File: src/rtl/slice_scheduler.sv
// slice_scheduler: captures one word per input handshake, then walks a base
// index across it and emits each SLICE_W-bit window, ascending (+:) or
// descending (-:) depending on the direction captured with the word.
module slice_scheduler #(
    parameter int DATA_W  = 8,
    parameter int SLICE_W = 4,
    parameter int STRIDE  = 2,
    localparam int NUM_SLICES = (DATA_W - SLICE_W) / STRIDE + 1,
    localparam int BASE_W     = (DATA_W > 1) ? $clog2(DATA_W) : 1,
    localparam int IDX_W      = (NUM_SLICES > 1) ? $clog2(NUM_SLICES) : 1
) (
    input  logic               clk,
    input  logic               rst,
    input  logic               in_valid,
    output logic               in_ready,
    input  logic [DATA_W-1:0]  in_data,
    input  logic               in_minus,
    input  logic               flush,
    output logic               out_valid,
    input  logic               out_ready,
    output logic [SLICE_W-1:0] out_slice,
    output logic [BASE_W-1:0]  out_base,
    output logic               out_last,
    output logic               busy,
    output logic [7:0]         words_done
);

    typedef enum logic {IDLE, EMIT} state_t;

    state_t              state, state_nx;
    logic [DATA_W-1:0]   word_q;
    logic                minus_q;
    logic [BASE_W-1:0]   base;
    logic [IDX_W-1:0]    idx;
    logic [BASE_W-1:0]   lo;
    logic                last, take_in, take_out;

    assign last     = (idx == IDX_W'(NUM_SLICES - 1));
    // flush wins over both handshakes: nothing is accepted in a flush cycle
    assign take_in  = (state == IDLE) && in_valid && !flush;
    assign take_out = (state == EMIT) && out_ready && !flush;

    // state register
    always_ff @(posedge clk) begin
        if (rst) state <= IDLE;
        else     state <= state_nx;
    end

    // next-state: leave EMIT on flush or on the final slice handshake
    always_comb begin
        state_nx = state;
        case (state)
            IDLE: if (take_in) state_nx = EMIT;
            EMIT: if (flush || (take_out && last)) state_nx = IDLE;
            default: state_nx = IDLE;
        endcase
    end

    // outputs: registered state plus the window of word_q at base; a -:
    // window at base is the +: window starting SLICE_W-1 bits lower
    always_comb begin
        in_ready  = (state == IDLE);
        out_valid = (state == EMIT);
        busy      = (state == EMIT);
        out_last  = (state == EMIT) && last;
        out_base  = '0;
        out_slice = '0;
        lo        = minus_q ? base - BASE_W'(SLICE_W - 1) : base;
        if (state == EMIT) begin
            out_base  = base;
            out_slice = SLICE_W'(word_q >> lo);
        end
    end

    // datapath: capture word, step base/idx per accepted slice, count words
    always_ff @(posedge clk) begin
        if (rst) begin
            word_q     <= '0;
            minus_q    <= 1'b0;
            base       <= '0;
            idx        <= '0;
            words_done <= '0;
        end else if (take_in) begin
            word_q  <= in_data;
            minus_q <= in_minus;
            base    <= in_minus ? BASE_W'(DATA_W - 1) : '0;
            idx     <= '0;
        end else if (take_out) begin
            if (last) begin
                words_done <= words_done + 8'd1;
            end else begin
                base <= minus_q ? base - BASE_W'(STRIDE) : base + BASE_W'(STRIDE);
                idx  <= idx + IDX_W'(1);
            end
        end
    end

endmodule

File: config.mk
export PLATFORM = sky130hd
export DESIGN_NAME = slice_scheduler
export DESIGN_NICKNAME = d
export VERILOG_FILES = /design/src/rtl/slice_scheduler.sv
export SDC_FILE = /design/constraint.sdc
export NUM_CORES = 1
export LEC_CHECK = 0
export BUFFER_PORTS_ARGS = -buffer_cell sky130_fd_sc_hd__buf_2
export CORE_ASPECT_RATIO = 2
export CORE_MARGIN = 2
export CORE_UTILIZATION = 45
export CTS_BUF_LIST = sky130_fd_sc_hd__clkbuf_4 sky130_fd_sc_hd__clkbuf_8 sky130_fd_sc_hd__clkbuf_16
export DETAILED_ROUTE_END_ITERATION = 10
export GPL_ROUTABILITY_DRIVEN = 0
export PLACE_DENSITY = 0.73
export SYNTH_ARGS = -nofsm -noshare
export SYNTH_HDL_FRONTEND = slang
export SYNTH_SLANG_ARGS = --single-unit
File: constraint.sdc
create_clock -name clk -period 4.1 [get_ports clk]
set_clock_uncertainty 0.1 [all_clocks]
set_input_delay 0.205 -clock clk [delete_from_list [all_inputs] [get_ports clk]]
set_output_delay 0.205 -clock clk [all_outputs]
set_load 0.02 [all_outputs]
======== Word level (Yosys, flattened, before mapping) ========
Index checks and enable logic that the tools add are counted.
word-level totals
  bits in registers ....................... 23
  input port bits ......................... 14
  output and inout port bits .............. 19
  word-level logic and storage cells ...... 41
cells by class
  add/sub/neg operators ................... 5
  eq/ne operators ......................... 2
  shift operators ......................... 1
  multiplexer cells ....................... 11
  bitwise logic cells ..................... 3
  reduce and logical (&&, ||, !) cells .... 13
operators with widths
  cell                   number
  $mux W3                7
  $add A8 B1 Y8 const B  1
  $shr A8 B3 Y4          1
  $logic_and A1 B1 Y1    6
  $sub A3 B2 Y3 const B  2
  $mux W4                1
  $reduce_and A2 Y1      2
  $add A3 B2 Y3 const B  1
  $not A1 Y1             3
  $reduce_and A3 Y1      1
  $add A2 B1 Y2 const B  1
  $eq A2 B2 Y1 const B   1
  $mux W1                2
  $ne A2 B1 Y1 const B   1
  $pmux W1 S2            1
  $reduce_bool A2 Y1     1
  $reduce_or A2 Y1       1
  $logic_not A1 Y1       1
  $logic_or A1 B1 Y1     1

======== Longest topological paths before layout ========
Gate-level depths: netlist of the first run.
  word-level depth ........................ 6
  mapped depth ............................ 7
  gate-level depth less buffers ........... 6

======== Least setup slack after synthesis of the first run ========
OpenSTA, ideal clock, no wires.
  path kind ............................... reg2out
  start ................................... reg base[1]
  end ..................................... out out_slice[1]
  arrival ................................. 1,839 ps
  required time ........................... 3,795 ps
  setup slack ............................. 1,956 ps
  cell stages (with the launch flop) ...... 5
  buffers on the path ..................... 0
  cells stage by stage .................... dfxtp_1 -> ha_1 -> mux2i_4 -> mux4_2 -> o211a_1
between the ends
  word-level cells in the longest chain between the ends .. 4
RTL lines
  element                 line  source
  from (decl)             33    logic [BASE_W-1:0] base;
  from (signal assigned)  86    base <= in_minus ? BASE_W'(DATA_W - 1) : '0;
  from (signal assigned)  92    base <= minus_q ? base - BASE_W'(STRIDE) : base + BASE_W'(STRIDE);
  $sub A3 B2 Y3           68    lo = minus_q ? base - BASE_W'(SLICE_W - 1) : base;
  $mux W3 (*)             68
  $shr A8 B3 Y4 (*)       71    out_slice = SLICE_W'(word_q >> lo);
  $mux W4 (*)             69    if (state == EMIT) begin
  to (decl)               21    output logic [SLICE_W-1:0] out_slice,
Mark *: on every way between the ends. The rest lies on a longest branch, timed or not.

======== Worst setup path after layout of the first run ========
Ends and elaborated chain as after synthesis.

==> qor.csv, run 1 <==
metric;value;unit
CTS hold repair buffers;0;
CP max-delay cell;mux4_2;
register area share after synthesis;36.11;%
synthesized net count;155;
boundary pin count;33;
maximum VDD drop;0.0002797;V
first-pass GRT wire length;4.284;mm
# Max-Cap Violations;0;
family with the most delay on the worst path;multiplexers;
Place WS;1.746;ns
fin worst setup slack;1.458;ns
CP Buf/Inv Count;1;
Yosys cell types;37;
Syn Area/Cell;9.239;µm²
via density per instance;5.400;
Crit path required time;3.80;ns
Cell Pwr Density;298.9;nW/µm²
vias in the first global route;1053;
Antenna Violating Nets Remaining;0;
Overall Power;438.7;µW
initial antenna violation count;0;
worst path arrival time;2.34;ns
ANT cells;0;
Detailed Route WL;2.551;mm
initial DRC count;35;
clock slew at reported path FFs;0.08;ns
post-cts resize count;0;
Post-synth top flop;dfxtp_1;
Max Root-Sink Buffers;2;
Slew Viols, Final;0;
via count;1053;
area growth from synthesis to layout;15.11;%
GR Overflow Total;0;
Final Cycle Share;64.45;%
clk sinks;23;
worst min-delay path class;input port to register;
Fmax;378.5;MHz
All-Layer GR Usage;16.13;%
crit path max fanout;10;
Largest stage delay, worst path;0.56;ns
measured slew at the worst slew-check pin;0.4924;ns
largest net degree at the start of global routing;24;
mapped cell area;1275;µm²
setup_tns;0;ns
root buffer cell;clkbuf_8;
fin crit period;2.642;ns
asr flop ratio synth;0;%
Rel. slew slack;67.14;%
CORE AREA;2736;µm²
drt drc;0;
HPWL after detailed placement;2.037;mm
# port buffers;32;
crit path capture type;output port;
register bit total from synthesis;23;
Initial Utilization;46.59;%
Filler cells;265;
Post-CTS Setup Bufs;0;
Final #Nets;184;
Critical Path, Cell by Cell;ha_1 > mux2i_4 > mux4_2 > o211a_1 > buf_2;
Synth Instances;138;
Post-synth EDFFs;0;
type of origin of the critical path;register;
Inserted Clock Buffers;3;
Syn. warnings;0;
CTS H-Tree Depth;1;
critical path class;register to output port;
Leak;0.6590;nW
Die Wd;41.64;µm
site row count;27;
drt wl/cell;13.08;µm
total count of hold-check failures in the final report;0;
outcome;finished clean;
most common cell after layout, fill and taps aside;buf_2;
die height;79.28;µm
worst-skew pair later-pin latency;0.26;ns
final setup fails;0;
ratio of cells with drive above 1 in the final layout;26.51;%
CTS tree;done;
Die Area;3301;µm²
RSZ-0062 raised after global routing;no;
Util after Layout;53.64;%
drt first pass iters;4;
commonest cells after routing, fill and taps aside;buf_2 (32), nand2_1 (23), dfxtp_1 (23), nor2_1 (13), a21oi_1 (13);
-- through the flow --
stage	hold slack, ns	cell area, µm²	std cells
floorplan	0.1833	1275	138
global placement	0.3094	1421	191
detailed placement	0.3153	1421	191
CTS	0.03240	1468	195
global route	0.03409	1468	195
finish	0.03616	1468	195
-- logic make-up after synthesis --
kind of cell | share of synthesized area [%]
mux | 15.01
simple gates | 21.49
compound gates | 10.01
fa+ha+maj | 2.944
buf+inv | 4.808
flops | 36.11
xor+xnor | 9.618
-- layout make-up --
type / count / area (µm²) / share of cell area (%)
clock buffers: 3 / 41.29 / 2.813
repair buffers: 32 / 160.2 / 10.91
well taps: 29 / 36.28 / 2.472
clock inverters: 1 / 5.005 / 0.3410
flip-flops and latches: 23 / 460.4 / 31.37
inverters: 3 / 11.26 / 0.7673
multi-input cells: 104 / 753.2 / 51.32
-- registers in the layout, summed over array words and instances (netlist names) --
| name | flops |
|---|---|
| minus_q | 1 |
| words_done | 8 |
| word_q | 8 |
| busy | 1 |
| base | 3 |
| idx | 2 |
-- cells in the mapped netlist, types with 2 or more instances --
master	number	area share, %
a21oi_1	13	5.1
and2_1	7	3.4
buf_6	2	1.8
clkbuf_1	4	1.2
dfxtp_1	23	36
ha_1	3	2.9
inv_1	3	0.88
mux2i_1	6	4.7
mux4_1	2	4.1
mux4_2	2	3.5
nand2_1	23	6.8
nand3_1	3	1.2
nand4_1	2	0.98
nor2_1	13	3.8
nor4_1	2	0.98
o21ai_0	2	0.79
xnor2_1	3	2.1
xor2_1	6	4.1
-- metal layers --
| layer | track usage (%) | vias up | part of all wire, % |
|---|---|---|---|
| met5 | 0 | - | 0 |
| met4 | 8.065 | 0 | 0.74 |
| met3 | 1.136 | 2 | 2.8 |
| met2 | 32.50 | 20 | 59 |
| met1 | 15.42 | 496 | 37 |
| li1 | - | 535 | - |
-- path summary, 6_finish.rpt --
| check | from | to | slack, ns | cells after the start |
|---|---|---|---|---|
| setup / recovery | base[1] | out_slice[1] | 1.46 | 5 |
| hold / removal | flush | busy | 0.04 | 2 |
| setup reg to reg | busy | words_done[6] | 2.24 | 4 |
| hold reg to reg | word_q[0] | word_q[0] | 0.37 | 2 |
-- worst register-to-register path: stages, from the launching register on --
cell     delay, ns
dfxtp_1       0.55
and4b_1       0.44
nand4_1       0.18
nor2_1        0.15
mux2_2        0.34
-- power by group --
group	leakage [nW]	internal [mW]	switching [mW]	total (mW)
clock	0.0255	0.0677	0.0689	0.137
sequential	0.187	0.230	0.00997	0.240
combinational	0.447	0.0291	0.0330	0.0622
total	0.659	0.327	0.112	0.439
No activity file was read; power rests on OpenSTA's default activity.
==> run 2, diff against run 1 <==
==> constraint.sdc (replaced) <==
create_clock -name clk -period 2.5 [get_ports clk]
set_clock_uncertainty 0.1 [all_clocks]
set_input_delay 0.125 -clock clk [delete_from_list [all_inputs] [get_ports clk]]
set_output_delay 0.125 -clock clk [all_outputs]
set_load 0.02 [all_outputs]
==> run 2 against run 1 <==
Worst setup slack got worse by 1.3 ns; total power is 70% higher; critical path type unchanged; largest power group unchanged; sequential cell count unchanged; clock-buffer cell count up 1; via count is 5.7% higher; highest routed layer unchanged; register-to-register slack worse by 1.4 ns; combinational power increased by 90%; hold slack worse by 0.023 ns; wire length is 5.1% higher; design area grew 6.5%.
==> qor.csv, run 2 (synthesized netlist as in run 1, its figures left out) <==
metric;value;unit;change
RSZ-0062 raised after global routing;no;;
worst min-delay path class;input port to register;;
Inserted Clock Buffers;3;;unchanged
CORE AREA;2736;µm²;unchanged
total count of hold-check failures in the final report;0;;unchanged
Initial Utilization;46.59;%;unchanged
Detailed Route WL;2.681;mm;+5.1%
vias in the first global route;1071;;+1.7%
measured slew at the worst slew-check pin;0.4093;ns;-0.08309 ns
via density per instance;5.429;;+0.54%
via count;1113;;+5.7%
CTS tree;done;;
most common cell after layout, fill and taps aside;buf_2;;
Die Wd;41.64;µm;unchanged
GR Overflow Total;0;;unchanged
CP max-delay cell;dfxtp_2;;
initial DRC count;18;;-49%
Rel. slew slack;72.65;%;+5.5 points
multi-input logic area;753.2;µm²;unchanged
setup_tns;0;ns;unchanged
type of origin of the critical path;register;;
biggest regs;word_q: 8 flops, words_done: 8 flops, base: 3 flops;;
Post-CTS Setup Bufs;0;;unchanged
Crit path required time;2.28;ns;-1.52 ns
worst path arrival time;2.13;ns;-0.21 ns
worst reg2reg path depth;6;;+2
Final Cycle Share;94.21;%;
Fmax;424.6;MHz;
drt drc;0;;unchanged
CP Buf/Inv Count;2;;+1
crit path max fanout;8;;-2
root buffer cell;clkbuf_8;;
fin crit period;2.355;ns;
placed cell count;195;;+2.1%
clk sinks;23;;unchanged
# port buffers;32;;unchanged
Worst path depth;7;;+2
clock slew at reported path FFs;0.08;ns;about the same
All-Layer GR Usage;17.82;%;+1.7 points
die height;79.28;µm;unchanged
HPWL after detailed placement;2.133;mm;+4.7%
Final #Nets;194;;+5.4%
Post-Layout Cell Count;205;;+5.1%
Critical Path, Cell by Cell;ha_1 > mux2i_4 > buf_4 > mux2i_1 > nor2_1 > o311a_1 > buf_2;;
boundary pin count;33;;unchanged
maximum VDD drop;0.0003250;V;+16%
area growth from synthesis to layout;22.57;%;
Cell Pwr Density;477.5;nW/µm²;+60%
drt first pass iters;4;;unchanged
worst-skew pair later-pin latency;0.26;ns;about the same
CTS H-Tree Depth;1;;unchanged
ANT cells;0;;unchanged
first-pass GRT wire length;4.547;mm;+6.1%
commonest cells after routing, fill and taps aside;buf_2 (32), nand2_1 (23), dfxtp_1 (21), nor2_1 (13), a21oi_1 (13);;
sequential cell area;462.9;µm²;+0.54%
Leak;0.7059;nW;+7.1%
outcome;finished clean;;
final setup fails;0;;unchanged
drt wl/cell;13.08;µm;about the same
ratio of cells with drive above 1 in the final layout;28.41;%;+1.9 points
fin worst setup slack;0.1448;ns;-1.313 ns
Filler cells;243;;-8.3%
Antenna Violating Nets Remaining;0;;unchanged
critical path class;register to output port;;
Hold Crit Depth;3;;+1
Place WS;0.3167;ns;-1.429 ns
initial antenna violation count;0;;unchanged
Slew Viols, Final;0;;unchanged
Largest stage delay, worst path;0.41;ns;-0.15 ns
Die Area;3301;µm²;unchanged
# Max-Cap Violations;0;;unchanged
Overall Power;746.3;µW;+70%
family with the most delay on the worst path;multiplexers;;
Max Root-Sink Buffers;2;;unchanged
site row count;27;;unchanged
worst hold margin;0.01310;ns;-0.02306 ns
crit path capture type;output port;;
largest net degree at the start of global routing;24;;unchanged
run 2: cell types whose count changed in the layout (fill, tap and decap cells not counted):
cell	previous run	this run
dlygate4sd3_1	0	6
buf_4	0	4
dfxtp_1	23	21
dfxtp_2	0	2
clkbuf_4	0	1
clkinv_2	1	0
run 2: layout make-up:
type | count | share of cell area, %
well taps | 29 | 2.322
repair buffers | 42 | 16.01
flip-flops and latches | 23 | 29.62
clock buffers | 4 | 3.122
inverters | 3 | 0.7206
multi-input cells | 104 | 48.20
run 2: tightest hold or removal path, cell delays in order:
cell     delay [ns]
buf_2          0.10
nand2_1        0.05
a21oi_1        0.05
run 2: worst paths after layout:
check	endpoint	slack, ns	from
min	word_q[1]	0.01	in_data[1]
min reg2reg	word_q[0]	0.36	word_q[0]
max	out_slice[3]	0.14	base[1]
max reg2reg	words_done[7]	0.86	idx[0]
run 2: layer usage:
layer  vias up  track usage (%)  share of wire (%)
met3         4            2.273                3.2
met2        24            36.25                 61
met4         0            10.32                1.7
met5         -                0                  0
li1        552                -                  -
met1       533            15.45                 34
run 2: stage by stage:
| stage | util, % | area [µm²] |
|---|---|---|
| finish | 57.11 | 1563 |
| global route | 57.11 | 1563 |
| CTS | 57.02 | 1560 |
| detailed placement | 53.04 | 1451 |
| global placement | 53.04 | 1451 |
| floorplan | - | 1275 |
run 2: repair_timing:
item                       CTS  global route
hold buffers                 6             0
gates resized for setup      0             2
hold endpoints to repair     6             0
setup endpoints to repair    0             3
run 2: power breakdown:
group	internal [mW]	switching, mW	leakage [nW]	total [mW]
combinational	0.0583	0.0594	0.492	0.118
clock	0.124	0.111	0.0262	0.236
sequential	0.378	0.0152	0.188	0.393
